File: config.mk
export PLATFORM = sky130hd
export DESIGN_NAME = rtc_field_writer
export DESIGN_NICKNAME = d
export VERILOG_FILES = /design/src/rtl/rtc_field_writer.sv
export SDC_FILE = /design/constraint.sdc
export NUM_CORES = 1
export LEC_CHECK = 0
export ABC_AREA = 1
export CAP_MARGIN = 40
export CELL_PAD_IN_SITES_DETAIL_PLACEMENT = 1
export CELL_PAD_IN_SITES_GLOBAL_PLACEMENT = 1
export CORE_MARGIN = 5
export CORE_UTILIZATION = 43
export CTS_CLUSTER_SIZE = 25
export DETAILED_ROUTE_END_ITERATION = 10
export PLACE_DENSITY_LB_ADDON = 0.05
export SLEW_MARGIN = 40
export SYNTH_ARGS = -nofsm -noshare
export SYNTH_HDL_FRONTEND = slang
export SYNTH_SLANG_ARGS = --single-unit
File: constraint.sdc
create_clock -name clk -period 4.3 [get_ports clk]
set_input_delay 1.075 -clock clk [delete_from_list [all_inputs] [get_ports clk]]
set_output_delay 1.075 -clock clk [all_outputs]
set_load 0.05 [all_outputs]
File: src/rtl/rtc_field_writer.sv
// rtc_field_writer: range-checks one edited RTC field, converts it to packed
// BCD and drives a single address/data write cycle on the RTC's multiplexed
// parallel bus. The bus is only driven while a write is in flight.
//
//   state     | meaning
//   ----------+-----------------------------------------------
//   IDLE      | bus released, waiting for wr_req
//   A_SETUP   | register address on bus, ad_n low, strobe high
//   A_STROBE  | address latched by RTC, wr_n low
//   A_HOLD    | address held after strobe rises
//   D_SETUP   | BCD data on bus, ad_n high, strobe high
//   D_STROBE  | data written, wr_n low
//   D_HOLD    | data held after strobe rises
//   RELEASE   | bus tristated, chip select still low
module rtc_field_writer #(
  parameter int PHASE_CYC = 4
) (
  input  logic       clk,
  input  logic       reset,
  input  logic       wr_req,
  input  logic [1:0] mode,
  input  logic [1:0] sel,
  input  logic [5:0] value,
  output logic [7:0] ad_out,
  output logic       ad_oe,
  output logic       cs_n,
  output logic       ad_n,
  output logic       wr_n,
  output logic       rd_n,
  output logic       busy,
  output logic       done,
  output logic       err
);

  localparam int CW = (PHASE_CYC > 1) ? $clog2(PHASE_CYC) : 1;
  localparam logic [CW-1:0] CNT_LOAD = CW'(PHASE_CYC - 1);

  typedef enum logic [2:0] {
    S_IDLE,
    S_A_SETUP,
    S_A_STROBE,
    S_A_HOLD,
    S_D_SETUP,
    S_D_STROBE,
    S_D_HOLD,
    S_RELEASE
  } state_t;

  state_t          r_state;
  state_t          w_nxt_state;
  logic [CW-1:0]   r_cnt;
  logic [CW-1:0]   w_nxt_cnt;
  logic [7:0]      r_addr;
  logic [7:0]      r_data;

  logic [7:0]      w_addr;
  logic [5:0]      w_lo;
  logic [5:0]      w_hi;
  logic            w_field_ok;
  logic            w_valid;
  logic [2:0]      w_tens;
  logic [5:0]      w_tens_x10;
  logic [3:0]      w_units;
  logic [7:0]      w_data;
  logic            w_accept;
  logic            w_reject;
  logic            w_done_nxt;

  logic [7:0]      w_nxt_ad;
  logic            w_nxt_oe;
  logic            w_nxt_cs_n;
  logic            w_nxt_ad_n;
  logic            w_nxt_wr_n;

  // Field map: register address and legal range for each mode/sel pair.
  always_comb begin
    w_addr     = 8'h00;
    w_lo       = 6'd0;
    w_hi       = 6'd0;
    w_field_ok = 1'b1;
    case (mode)
      2'b01: begin
        case (sel)
          2'd0:    begin w_addr = 8'h24; w_lo = 6'd1; w_hi = 6'd31; end
          2'd1:    begin w_addr = 8'h25; w_lo = 6'd1; w_hi = 6'd12; end
          2'd2:    begin w_addr = 8'h26; w_lo = 6'd0; w_hi = 6'd63; end
          default: w_field_ok = 1'b0;
        endcase
      end
      2'b10: begin
        case (sel)
          2'd0:    begin w_addr = 8'h23; w_hi = 6'd23; end
          2'd1:    begin w_addr = 8'h22; w_hi = 6'd59; end
          2'd2:    begin w_addr = 8'h21; w_hi = 6'd59; end
          default: w_field_ok = 1'b0;
        endcase
      end
      2'b11: begin
        case (sel)
          2'd0:    begin w_addr = 8'h43; w_hi = 6'd23; end
          2'd1:    begin w_addr = 8'h42; w_hi = 6'd59; end
          2'd2:    begin w_addr = 8'h41; w_hi = 6'd59; end
          default: w_field_ok = 1'b0;
        endcase
      end
      default: w_field_ok = 1'b0;
    endcase
  end

  assign w_valid = w_field_ok && (value >= w_lo) && (value <= w_hi);

  // Binary to packed BCD; a compare chain is enough since values stop at 63.
  always_comb begin
    w_tens     = 3'd0;
    w_tens_x10 = 6'd0;
    if (value >= 6'd60)      begin w_tens = 3'd6; w_tens_x10 = 6'd60; end
    else if (value >= 6'd50) begin w_tens = 3'd5; w_tens_x10 = 6'd50; end
    else if (value >= 6'd40) begin w_tens = 3'd4; w_tens_x10 = 6'd40; end
    else if (value >= 6'd30) begin w_tens = 3'd3; w_tens_x10 = 6'd30; end
    else if (value >= 6'd20) begin w_tens = 3'd2; w_tens_x10 = 6'd20; end
    else if (value >= 6'd10) begin w_tens = 3'd1; w_tens_x10 = 6'd10; end
  end

  assign w_units  = 4'(value - w_tens_x10);
  assign w_data   = {1'b0, w_tens, w_units};
  assign w_accept = (r_state == S_IDLE) && wr_req && w_valid;
  assign w_reject = (r_state == S_IDLE) && wr_req && !w_valid;

  // Next-state and phase down-counter: each bus phase ends at terminal count 0.
  always_comb begin
    w_nxt_state = r_state;
    w_nxt_cnt   = r_cnt;
    w_done_nxt  = 1'b0;
    if (r_state == S_IDLE) begin
      if (w_accept) begin
        w_nxt_state = S_A_SETUP;
        w_nxt_cnt   = CNT_LOAD;
      end
    end else if (r_cnt == '0) begin
      w_nxt_cnt = CNT_LOAD;
      case (r_state)
        S_A_SETUP:  w_nxt_state = S_A_STROBE;
        S_A_STROBE: w_nxt_state = S_A_HOLD;
        S_A_HOLD:   w_nxt_state = S_D_SETUP;
        S_D_SETUP:  w_nxt_state = S_D_STROBE;
        S_D_STROBE: w_nxt_state = S_D_HOLD;
        S_D_HOLD:   w_nxt_state = S_RELEASE;
        default: begin
          w_nxt_state = S_IDLE;
          w_nxt_cnt   = '0;
          w_done_nxt  = 1'b1;
        end
      endcase
    end else begin
      w_nxt_cnt = r_cnt - 1'b1;
    end
  end

  // Bus values for the state being entered, so the pins come straight from flops.
  always_comb begin
    w_nxt_ad   = 8'h00;
    w_nxt_oe   = 1'b0;
    w_nxt_cs_n = 1'b1;
    w_nxt_ad_n = 1'b1;
    w_nxt_wr_n = 1'b1;
    case (w_nxt_state)
      S_A_SETUP, S_A_STROBE, S_A_HOLD: begin
        w_nxt_ad   = w_accept ? w_addr : r_addr;
        w_nxt_oe   = 1'b1;
        w_nxt_cs_n = 1'b0;
        w_nxt_ad_n = 1'b0;
        w_nxt_wr_n = (w_nxt_state != S_A_STROBE);
      end
      S_D_SETUP, S_D_STROBE, S_D_HOLD: begin
        w_nxt_ad   = r_data;
        w_nxt_oe   = 1'b1;
        w_nxt_cs_n = 1'b0;
        w_nxt_wr_n = (w_nxt_state != S_D_STROBE);
      end
      S_RELEASE: w_nxt_cs_n = 1'b0;
      default: ;
    endcase
  end

  // State register and phase counter.
  always_ff @(posedge clk) begin
    if (reset) begin
      r_state <= S_IDLE;
      r_cnt   <= '0;
    end else begin
      r_state <= w_nxt_state;
      r_cnt   <= w_nxt_cnt;
    end
  end

  // Capture address and BCD data on acceptance so later input edits are ignored.
  always_ff @(posedge clk) begin
    if (reset) begin
      r_addr <= 8'h00;
      r_data <= 8'h00;
    end else if (w_accept) begin
      r_addr <= w_addr;
      r_data <= w_data;
    end
  end

  // Registered bus pins and status pulses.
  always_ff @(posedge clk) begin
    if (reset) begin
      ad_out <= 8'h00;
      ad_oe  <= 1'b0;
      cs_n   <= 1'b1;
      ad_n   <= 1'b1;
      wr_n   <= 1'b1;
      busy   <= 1'b0;
      done   <= 1'b0;
      err    <= 1'b0;
    end else begin
      ad_out <= w_nxt_ad;
      ad_oe  <= w_nxt_oe;
      cs_n   <= w_nxt_cs_n;
      ad_n   <= w_nxt_ad_n;
      wr_n   <= w_nxt_wr_n;
      busy   <= (w_nxt_state != S_IDLE);
      done   <= w_done_nxt;
      err    <= w_reject;
    end
  end

  assign rd_n = 1'b1;

endmodule

==> results.txt <==
----------------------------------------------------
[Hold path]
  Path type of the worst min-delay path ... reg2reg
  Start point of the worst min-delay path ... r_addr[3]
  Hold Path Depth ... 2
  Worst Hold End ... r_addr[3]

[Timing]
  Max Clock Freq ... between 200 and 300 MHz
  Setup ws final ... 0.6002 ns
  Number of hold-slack violations in the final timing report ... 0
  Max Clock Skew ... 0.006773 ns
  Final Max Slew Viols ... 0
  Clock period minus final worst setup slack ... 3.700 ns
  Final setup fails ... 0
  Worst Hold Margin ... 0.4639 ns
  RSZ-0062 raised after global routing ... false
  Worst rel slew slack ... 66.40%
  Share of the clock period used by the worst path ... 86.04%
  Post-route setup TNS ... 0 ns
  Pin slew with the least headroom to its limit ... ~0.50 ns

[CTS]
  Clock transition time at the flip-flop clock pins of the worst setup and hold paths ... 0.07 ns
  Post-CTS Setup Inserts ... 0
  Number of CTS-inserted buffers ... 5
  CTS Hold Bufs ... 0
  Clk Tree Root Cell ... sky130_fd_sc_hd__clkbuf_8
  CTS Sinks ... 35
  Depth of the CTS H-tree ... 2
  Post_cts resized ... 0
  Clock tree buffer depth ... 2
  TritonCTS clock tree ... built
  Clock latency at the later pin of the worst-skew pair ... 0.28 ns

[Pwr]
  Net switching power of the design ... about 0.56 mW
  Worst-case vdd ir drop ... 0.1707 mV
  Internal power of the cells ... 0.6988 mW
  Share of total power consumed by net switching ... 44.51%
  Pwr/cell area ... 518.5 nW/um^2
  Combinational cell fraction of total power ... roughly half
  Clock network fraction of total power ... between 15 and 20%
  Leakage power figure ... 1.135 nW
  Sequential share of power ... about a third

[Routing]
  Routed WL ... 4590 um
  ANT nets after route ... 0
  Post-DR wirelength/cell ... 13.15 um
  DRC violations left ... 0
  Number of vias after detailed routing ... about 1700
  Routed vias/inst ... 5.000
  DR iter-0 viols ... 36
  Number of detailed-routing iterations run before antenna repair ... 4

[GRT]
  Remaining Overflow, GRT ... 0
  Total GRT Usage ... 16.34%
  Wire length of the first global-routing pass ... 8017 um
  Initial antenna violation count ... 0
  Maximum number of pins on one net before global-route repair ... 20
  Via count of the first global-routing pass ... 1739

[Logic synthesis]
  Post-synthesis cell area ... between 2000 and 2500 sq um
  Main combinational cell family by area after synthesis ... simple AND/OR/NAND/NOR gates
  Share of the synthesized area in compound gates (AO/OA/AOI/OAI) ... 11.96%
  Count of synthesis-stage warnings from yosys ... 0
  Total of flip-flops plus latches after synthesis ... 35
  Seq/Total Area, Yosys ... 34.33%
  Mapped Avg Cell Area ... 7.701 sq um
  Synthesized Nets ... 296
  Synth cell types ... 34
  Mux contribution to synthesized area ... 0%
  XOR/XNOR Fraction of Synth Area ... 0.8584%
  Synthesized-area fraction occupied by adder cells ... 11.40%
  Post-Synth Simple-Gate Area ... 30.90%
  Gate count after technology mapping ... 265

[Cells and area]
  Layout net count ... 325
  N_diodes ... 0
  Layout cell share with drive strength beyond 1 ... 12.88%
  Area growth, synth to finish ... 19.01%
  Final standard cell utilization of the core ... 52.11%

[Die]
  Number of core rows ... 25
  Initial Utilization ... 43.79%
  Top Ports ... 29
  Die width ... roughly 79 um
  Vertical die dimension ... just under 80 um
  Area of the placeable core ... 4661 sq um
  Die Footprint ... about 6200 sq um

[Critical path]
  Class of the most critical setup path ... in2reg
  Required time reported for the critical path endpoint ... 4.52 ns
  Reg-to-reg startpoint ... r_state[0]
  Setup crit start kind ... input pin
  Flop-to-flop setup slack ... 2.11 ns
  CP Data Arrival Time ... just under 4 ns
  Register-to-Register Path Depth ... 12
  Maximum net fanout on the critical path ... 19
  Crit path capture type ... flop
  Worst flop-to-flop path endpoint ... ad_out[0]

[Place]
  Post-DP HPWL ... 3706 um
  Final Wtd Congestion ... 0.8616
  Pre-CTS worst setup slack ... 0.2895 ns
  Input/output buffers ... 27

[Job]
  Max-cap viol count ... 0

[Outcome]
  Run status ... completed

----------------------------------------------------
[cells by family (layout without fill, tap and decap cells)]
group                    Yosys count  after routing
buffers and inverters             51             81
AO/OA/AOI/OAI                     41             41
other                              1              1
XOR/XNOR                           2              2
flip-flops                        35             35
adder cells (fa/ha/maj)           18             18
AND/OR/NAND/NOR                  117            117
[synthesized netlist by cell type]
cell / instances / area (sq um)
sky130_fd_sc_hd__a21oi_1: 9 / 45.04
sky130_fd_sc_hd__a21oi_2: 1 / 8.760
sky130_fd_sc_hd__a31oi_1: 2 / 12.51
sky130_fd_sc_hd__buf_2: 1 / 5.000
sky130_fd_sc_hd__buf_4: 3 / 22.52
sky130_fd_sc_hd__buf_6: 1 / 11.26
sky130_fd_sc_hd__clkbuf_1: 1 / 3.750
sky130_fd_sc_hd__conb_1: 1 / 3.750
sky130_fd_sc_hd__dfxtp_1: 35 / 700.7
sky130_fd_sc_hd__fa_1: 1 / 20.02
sky130_fd_sc_hd__ha_1: 17 / 212.7
sky130_fd_sc_hd__inv_1: 42 / 157.7
sky130_fd_sc_hd__inv_2: 3 / 11.26
sky130_fd_sc_hd__nand2_1: 47 / 176.4
sky130_fd_sc_hd__nand2_2: 5 / 31.28
sky130_fd_sc_hd__nand2_4: 4 / 45.04
sky130_fd_sc_hd__nand3_1: 19 / 95.09
sky130_fd_sc_hd__nand3_2: 1 / 10.01
sky130_fd_sc_hd__nand3_4: 3 / 52.55
sky130_fd_sc_hd__nand3b_1: 2 / 15.01
sky130_fd_sc_hd__nand4_1: 6 / 37.54
sky130_fd_sc_hd__nor2_1: 21 / 78.83
sky130_fd_sc_hd__nor2_2: 3 / 18.77
sky130_fd_sc_hd__nor2_4: 4 / 45.04
sky130_fd_sc_hd__nor3_4: 1 / 16.27
sky130_fd_sc_hd__o211ai_1: 3 / 22.52
sky130_fd_sc_hd__o21a_1: 2 / 15.01
sky130_fd_sc_hd__o21ai_0: 17 / 85.08
sky130_fd_sc_hd__o21ai_2: 4 / 35.03
sky130_fd_sc_hd__o21bai_1: 1 / 7.510
sky130_fd_sc_hd__o22ai_1: 2 / 12.51
sky130_fd_sc_hd__or2_4: 1 / 8.760
sky130_fd_sc_hd__xnor2_1: 1 / 8.760
sky130_fd_sc_hd__xor2_1: 1 / 8.760
[flip-flops by register name (all words and copies together), names as in the netlist]
| register | flops |
|---|---|
| ad_out | 8 |
| r_addr | 8 |
| r_data | 7 |
| r_state | 3 |
| r_cnt | 2 |
| ad_n | 1 |
| ad_oe | 1 |
| busy | 1 |
| cs_n | 1 |
| done | 1 |
| err | 1 |
| wr_n | 1 |
[layout by cell type (no fill, tap or decap), drive strengths merged, types with 2 or more instances in the layout]
cell,n
nand3,23
ha,17
o211ai,3
o21ai,21
nand3b,2
nor2,28
nand4,6
clkbuf,6
dfxtp,35
a31oi,2
inv,45
nand2,56
o21a,2
clkdlybuf4s50,27
o22ai,2
a21oi,10
[how the worst max path moves through the flow]
stage / from / endpoint / slack [ns] / cells after the start
2_1_floorplan: sel[0] / wr_n / 1.22 / 17
3_3_place_gp: sel[0] / ad_out[3] / 0.36 / 18
3_5_place_dp: mode[1] / wr_n / 0.29 / 19
4_1_cts: mode[1] / ad_out[0] / 0.60 / 18
5_1_grt: mode[1] / ad_out[0] / 0.31 / 18
6_report: mode[1] / ad_out[0] / 0.60 / 18
[per-stage QoR]
step / instances / power, mW / instance area [sq um]
final: 349 / 1.259 / 2429
after global routing: 349 / 1.360 / 2429
after CTS: 349 / 1.278 / 2429
after detailed placement: 341 / 1.050 / 2344
after global placement: 341 / 1.036 / 2344
after floorplan: 265 / 0.8978 / 2041
[power by group through the flow]
stage | registers [mW] | logic [mW] | clock network (mW)
after floorplan | 0.488 | 0.410 | 0
after global placement | 0.417 | 0.620 | 0
after detailed placement | 0.419 | 0.630 | 0
after CTS | 0.412 | 0.631 | 0.235
after global routing | 0.419 | 0.690 | 0.251
final | 0.412 | 0.623 | 0.224
[layer usage]
layer  part of all wire (%)  track usage (%)
met1                     45            18.77
met2                     51            30.05
met3                    3.3            3.175
met4                    1.6            5.670
met5                      0                0
[final cells by class]
cell class | count | area, sq um
fill | 587 | 2232
multi-input combinational | 179 | 1129
sequential | 35 | 700.7
timing repair buffer | 28 | 277.8
inverter | 45 | 168.9
clock buffer | 6 | 72.57
tap | 54 | 67.56
clock inverter | 2 | 12.51
[worst max-delay path: stages]
cell and delay (ns):
sky130_fd_sc_hd__clkdlybuf4s50_1 0.44, sky130_fd_sc_hd__inv_1 0.15, sky130_fd_sc_hd__nand2_1 0.13, sky130_fd_sc_hd__nor2_1 0.10, sky130_fd_sc_hd__inv_1 0.09, sky130_fd_sc_hd__o21ai_0 0.23, sky130_fd_sc_hd__inv_1 0.10, sky130_fd_sc_hd__ha_1 0.28
sky130_fd_sc_hd__nand2_1 0.06, sky130_fd_sc_hd__nor2_1 0.13, sky130_fd_sc_hd__nand3_1 0.08, sky130_fd_sc_hd__nand2_1 0.13, sky130_fd_sc_hd__nand3_4 0.25, sky130_fd_sc_hd__inv_2 0.26, sky130_fd_sc_hd__nand2_1 0.09, sky130_fd_sc_hd__a21oi_2 0.15
sky130_fd_sc_hd__nand3_1 0.09, sky130_fd_sc_hd__nand2_1 0.08
No activity file was read; power rests on OpenSTA's default activity.
